[src/rtl/tomasulo_dbg_pkg.sv]
// Shared debug-dump definitions for the Tomasulo core's register dump path.
// Holds the dump FSM state type, default widths and the stream word layout, so that the
// dump engine and a host-side logger agree on one format.
package tomasulo_dbg_pkg;

  localparam int unsigned DefNumRegs = 32;
  localparam int unsigned DefAddrW   = 5;
  localparam int unsigned DefDataW   = 32;

  typedef enum logic [2:0] {
    StIdle,
    StArm,
    StSetup,
    StEmit,
    StFin
  } dump_state_t;

  // One word on the dump stream, at the default widths.
  typedef struct packed {
    logic [DefAddrW-1:0] idx;
    logic [DefDataW-1:0] data;
    logic                last;
  } dump_word_t;

endpackage

[src/rtl/reg_dump_engine.sv]
// reg_dump_engine: once the core reports done, sweeps the architectural register file through
// the core's debug read port and streams (index, data) words to a host, keeping a running
// wrap-around checksum of the words the host accepted.
//
// Ports:
//   clk, reset        rising-edge clock, asynchronous active-high reset
//   start             request a dump; only acted on when idle or finished
//   core_done         core completion flag; gates the start of the sweep
//   reg_addr/reg_data debug read port (data valid READ_LAT cycles after an address change)
//   out_valid/ready   stream handshake; out_idx, out_data, out_last form the word
//   dump_done         level, high once the whole register file has been accepted
//   checksum          sum of accepted out_data, modulo 2**DATA_W
module reg_dump_engine
  import tomasulo_dbg_pkg::*;
#(
  parameter int unsigned NUM_REGS = DefNumRegs,
  parameter int unsigned ADDR_W   = DefAddrW,
  parameter int unsigned DATA_W   = DefDataW,
  parameter int unsigned READ_LAT = 1
) (
  input  logic              clk,
  input  logic              reset,
  input  logic              start,
  input  logic              core_done,
  output logic [ADDR_W-1:0] reg_addr,
  input  logic [DATA_W-1:0] reg_data,
  output logic              out_valid,
  input  logic              out_ready,
  output logic [ADDR_W-1:0] out_idx,
  output logic [DATA_W-1:0] out_data,
  output logic              out_last,
  output logic              dump_done,
  output logic [DATA_W-1:0] checksum
);

  // Wide enough to hold READ_LAT, and at least one bit when READ_LAT is 0.
  localparam int unsigned      CntW    = $clog2(READ_LAT + 2);
  localparam logic [CntW-1:0]  CntLast = CntW'(READ_LAT);
  localparam logic [ADDR_W-1:0] IdxLast = ADDR_W'(NUM_REGS - 1);

  dump_state_t     state;
  logic [CntW-1:0] wait_cnt;

  // reg_addr is the sweep index itself: the read port always sees the index being fetched.
  always_ff @(posedge clk or posedge reset) begin
    if (reset) begin
      state     <= StIdle;
      wait_cnt  <= '0;
      reg_addr  <= '0;
      out_valid <= 1'b0;
      out_idx   <= '0;
      out_data  <= '0;
      out_last  <= 1'b0;
      dump_done <= 1'b0;
      checksum  <= '0;
    end else begin
      unique case (state)
        StIdle, StFin: begin
          if (start) begin
            state     <= StArm;
            reg_addr  <= '0;
            checksum  <= '0;
            dump_done <= 1'b0;
          end
        end
        StArm: begin
          // Only the first sampled core_done matters; later drops are ignored.
          if (core_done) begin
            state    <= StSetup;
            wait_cnt <= '0;
          end
        end
        StSetup: begin
          // READ_LAT+1 cycles here so the last cycle sees settled read data.
          if (wait_cnt == CntLast) begin
            out_data  <= reg_data;
            out_idx   <= reg_addr;
            out_last  <= (reg_addr == IdxLast);
            out_valid <= 1'b1;
            state     <= StEmit;
          end else begin
            wait_cnt <= wait_cnt + CntW'(1);
          end
        end
        StEmit: begin
          if (out_ready) begin
            out_valid <= 1'b0;
            out_last  <= 1'b0;
            checksum  <= checksum + out_data;
            if (reg_addr == IdxLast) begin
              state     <= StFin;
              dump_done <= 1'b1;
            end else begin
              reg_addr <= reg_addr + ADDR_W'(1);
              wait_cnt <= '0;
              state    <= StSetup;
            end
          end
        end
        default: state <= StIdle;
      endcase
    end
  end

endmodule

[config.mk]
export PLATFORM = sky130hd
export DESIGN_NAME = reg_dump_engine
export DESIGN_NICKNAME = d
export VERILOG_FILES = /design/src/rtl/tomasulo_dbg_pkg.sv /design/src/rtl/reg_dump_engine.sv
export SDC_FILE = /design/constraint.sdc
export NUM_CORES = 1
export LEC_CHECK = 0
export ABC_CLOCK_PERIOD_IN_PS = 3200
export BUFFER_PORTS_ARGS = -buffer_cell sky130_fd_sc_hd__buf_4
export CAP_MARGIN = 40
export CORE_UTILIZATION = 56
export CTS_BUF_LIST = sky130_fd_sc_hd__clkbuf_4 sky130_fd_sc_hd__clkbuf_8
export DETAILED_ROUTE_END_ITERATION = 7
export PLACE_DENSITY = 0.88
export SETUP_SLACK_MARGIN = 0.2
export SLEW_MARGIN = 20
export SYNTH_ARGS = -nofsm -noshare
export SYNTH_HDL_FRONTEND = slang
export SYNTH_SLANG_ARGS = --single-unit
[constraint.sdc]
create_clock -name clk -period 3.2 [get_ports clk]
set_input_delay 0.64 -clock clk [delete_from_list [all_inputs] [get_ports clk]]
set_output_delay 0.64 -clock clk [all_outputs]
set_load 0.02 [all_outputs]
Word level (Yosys, flattened, before mapping)
Cells that the tools add are included.

cells by class
  reductions and logical operators = 12
  add/subtract/negate cells = 3
  multiplexer cells = 27
  equal/unequal tests = 13

operators with widths
  operator                                                          number
  32-bit 2-to-1 mux                                                 2
  32-bit case mux with 2 select lines                               1
  32-bit adder                                                      1
  3-bit 2-to-1 mux                                                  5
  5-bit 2-to-1 mux                                                  3
  2-bit inequality test (second input constant)                     7
  3-bit case mux with 4 select lines                                1
  4-bit AND reduction                                               3
  5-bit case mux with 2 select lines                                1
  2-bit 2-to-1 mux                                                  4
  3-bit by 2-bit == test with 1-bit output (second input constant)  2
  1-bit 2-to-1 mux                                                  6
  1-bit case mux with 2 select lines                                3
  2-bit case mux with 3 select lines                                1
  3-bit AND reduction                                               2
  5-bit by 1-bit adder with 5-bit output (second input constant)    1
  5-bit == test (second input constant)                             1
  5-bit AND reduction                                               1
  2-bit nonzero test                                                2
  3-bit by 1-bit == test with 1-bit output (second input constant)  1
  3-bit == test (second input constant)                             1
  3-bit logical NOT                                                 1
  3-bit nonzero test                                                1
  2-bit by 1-bit adder with 2-bit output (second input constant)    1
  other kinds (3)                                                   3

storage, ports and cells
  output and inout port bits = 77
  register bits = 82

Depth between registers and ports, before layout
  word-level depth = 4
  depth in mapped cells = 12

Worst setup path after synthesis
OpenSTA, ideal clock, no wires.

  kind = register to register
  from = register checksum[0]
  to = register checksum[28]
  library setup time = 136 ps
  clock period less this slack = 2,744 ps
  path buffers = 0
  path slack = 456 ps
  cell stages (with the launch flop) = 13
  arrival = 2,607 ps
  cells stage by stage = dfrtp_1 ha_1 inv_1 fa_1 nor2b_1 o21ai_1 a21oi_1 o2111ai_1 o211ai_1 nand2_1 o311ai_1 mux2i_1 o211ai_1

on the way
  cells in the longest elaborated chain, start to end = 3

ends and longest elaborated chain
  element                              RTL line               text
  from (decl)                          reg_dump_engine.sv:33  output logic [DATA_W-1:0] checksum
  from (signal assigned)               reg_dump_engine.sv:89  checksum <= checksum + out_data;
  32-bit adder                         reg_dump_engine.sv:89
  32-bit 2-to-1 mux                    reg_dump_engine.sv:86  if (out_ready) begin
  32-bit case mux with 2 select lines  reg_dump_engine.sv:57  unique case (state)

No other way between the ends. The select of a mux whose other input is x is not followed.
A chain may end at the register's enable or synchronous reset.

Worst setup path in the final report
  from = register out_data[1]
  to = register checksum[17]

on the way
  cells in the longest elaborated chain, start to end = 3

ends and longest elaborated chain
  element                              RTL line               text
  from (decl)                          reg_dump_engine.sv:30  output logic [DATA_W-1:0] out_data,
  from (signal assigned)               reg_dump_engine.sv:76  out_data <= reg_data;
  32-bit adder                         reg_dump_engine.sv:89
  32-bit 2-to-1 mux                    reg_dump_engine.sv:86
  32-bit case mux with 2 select lines  reg_dump_engine.sv:57

No other way between the ends. The select of a mux whose other input is x is not followed.

==> impl_metrics.yaml <==
run_status:
  outcome: "finished clean"
routing:
  wl_met1_um: 4840
  drt_iter0_markers: 158
  drtPass1Iterations: 4
  via_per_inst: 5.87
  top_layer: "met4"
  wl_met2_um: 5590
  met3_length_um: 664
  vias: 4011
  postRouteAntennaNets: 0
  drc: 0
  routed_wirelength_um: 11300
  avgRoutedWirePerCell_um: 16.5
layout:
  n_fill_cell: 566
  drive_above_1_share_pct: 31.3
  multi_input_area_mm2: 0.00252
  fin_nets: 648
  area.sequential_mm2: 0.00205
  diodes: 0
  syn2layout_area_growth_pct: 25.9
logic_synthesis:
  ys_async_sr_fraction_pct: 100
  synth_area_mm2: 0.00465
  syn_avg_cell_area_um2: 10.1
  seq_area_frac_synth_pct: 44.1
  yosys-top-cells-count: "dfrtp_1 (82), nand2_1 (58), o21ai_0 (47)"
  synth_top_area_cell: "dfrtp_1"
  synthMostInstantiatedCell: "dfrtp_1"
  synth-edff-count: 0
  ys_top_cells_by_area: "dfrtp_1 (44%), ha_1 (9.2%), mux2_2 (8.7%), o21ai_0 (5.1%), nand2_1 (4.7%)"
  synthFlopType: "dfrtp_1"
  synth_top_area_share_pct: 44.1
  yosysWarnings: 0
  synthesis.nets: 534
  yosys_register_bits: 82
  synthDistinctLibCells: 47
  synthCells: 462
global_routing:
  antenna_found_initial: 0
  track_usage_pct: 27.3
  grt_pass1_wl_um: 18600
  overflow: 0
  grt_max_degree: 33
  first_global_vias: 4035
worst_setup_path:
  slowest_stage: "dfrtp_1"
  worstPathRequired_ns: 3.43
  reg2reg_from: "out_data[1]"
  worstSetupStartpoint: "out_data[1]"
  slowest_delay_ns: 0.41
  path_cells: "ha_1 -> a211o_1 -> a211o_1 -> a41o_1 -> a21boi_2 -> o21ai_1 -> a21o_1 -> a21oi_1 -> xor2_1 -> o21ai_0"
  cpMostUsedCell: "a211o_1"
  startpoint_type: "register"
  cp.arrival_ns: 3.12
  worstSetupEndpointType: "register"
  worstSetupPathType: "reg2reg"
  crit_fanout: 4
timing:
  tns_ns: 0
  fin_worst_skew_ns: 0.0102
  setup_viol: 0
  fmaxAchievable_ghz: 0.346
  finalHoldViolCount: 0
  min_period_ns: 2.89
  final_max_slew_viol_count: 0
  relSlewSlack_pct: 44.6
  tightest_slew_ns: 0.830
  rsz0062_at_grt: "yes"
  post-route-period-util_pct: 90.3
floorplanning:
  core.rowCount: 32
  coreArea_mm2: 0.00789
  die_w_um: 93.1
  die_area_mm2: 0.00867
  start_util_pct: 58.9
  die_y_um: 93.1
  io_pins: 114
clock_tree:
  cts.path.max_buffers: 2
  cts_root_buffer: "clkbuf_8"
  cts_max_level: 3
  clock_latency_ns: 0.36
  cts_hold_repair.buffers: 0
  cts_tree: "done"
  cts_buffers: 9
  clkTransAtPathRegs_ns: 0.09
  cts_num_sinks: 82
placed_design:
  place.gp.congestion: 0.867
  dp_hpwl_um: 8210
  io_buffers: 113
run:
  cap_violations: 0
hold_path:
  worstHoldPathType: "in2async"
## cells in the final DEF (no fill, tap or decap), drive strengths merged, types with 5 or more instances in the layout
cell type,count
nand2b,5
nand2,58
nand4,9
ha,34
clkbuf,11
a21o,17
nand3,6
nor2b,8
nor3,7
mux2,36
a31oi,7
nor2,14
and3,5
a21oi,28
o21ai,49
xor2,17
inv,10
dfrtp,82
buf,120
xnor2,11
## cell type report
type / count / area share (%)
Sequential cell: 82 / 35.1
Inverter: 11 / 0.727
Clock inverter: 5 / 0.940
Tap cell: 102 / 2.18
Clock buffer: 11 / 2.37
Timing Repair Buffer: 120 / 15.6
Multi-Input combinational cell: 352 / 43.1
## flip-flops by register name, summed over array words and instances, names as in the netlist
name       count
wait_cnt       2
out_idx        5
out_last       1
state          3
reg_addr       5
out_data      32
checksum      32
out_valid      1
dump_done      1
## logic make-up (layout without fill, tap and decap cells)
family,after synthesis,after routing,synth area share (%)
buffers and inverters,28,147,2.32
muxes,40,40,9.58
DFF,82,82,44.1
xor gates and xnor gates,28,28,5.28
and+or+nand+nor,118,118,11.7
AOI/OAI and AO/OA,131,131,17.4
adders and majority gates,35,35,9.58
## path summary, 6_finish.rpt
path,to,slack (ns),cells past startpoint
max,checksum[17],0.31,10
min reg2reg,out_valid,0.49,1
max in group asynchronous,out_data[14],2.12,3
max reg2reg,checksum[17],0.31,10
min,state[0],0.30,2
min in group clk,out_valid,0.49,1
## per-stage QoR
step / std cells / utilization (%) / cell area, um2 / hold slack (ns) / worst slack, ns
global route: 683 / 74.2 / 5850 / 0.338 / 0.174
finish: 683 / 74.2 / 5850 / 0.301 / 0.310
global placement: 665 / 71.2 / 5620 / 0.463 / 0.363
CTS: 681 / 73.8 / 5820 / 0.312 / 0.239
detailed placement: 665 / 71.2 / 5620 / 0.471 / 0.190
floorplan: 462 / - / 4650 / 0.513 / 0.452
## timing repair
item | in CTS | in global routing
buffers inserted | 0 | 2
resized for setup | 1 | 4
pin swaps | 0 | 5
hold endpoints to repair | 0 | 0
endpoints found under the setup margin | 1 | 6
## routing by layer
layer	vias to the layer above	track usage, %
met5	-	0
met4	0	8.72
met3	22	6.91
met2	141	46.4
met1	1941	34.2
li1	1907	-
## critical path: cells and delay by family (launching register included)
family	cells	cell delay [ns]
AO/OA/AOI/OAI	8	1.84
adder cells (fa/ha/maj)	1	0.32
flip-flops	1	0.41
XOR/XNOR	1	0.19
Power is left out: the tool's default activity adds up to more than one toggle a clock period on the data nets, which glitch-free logic cannot reach.
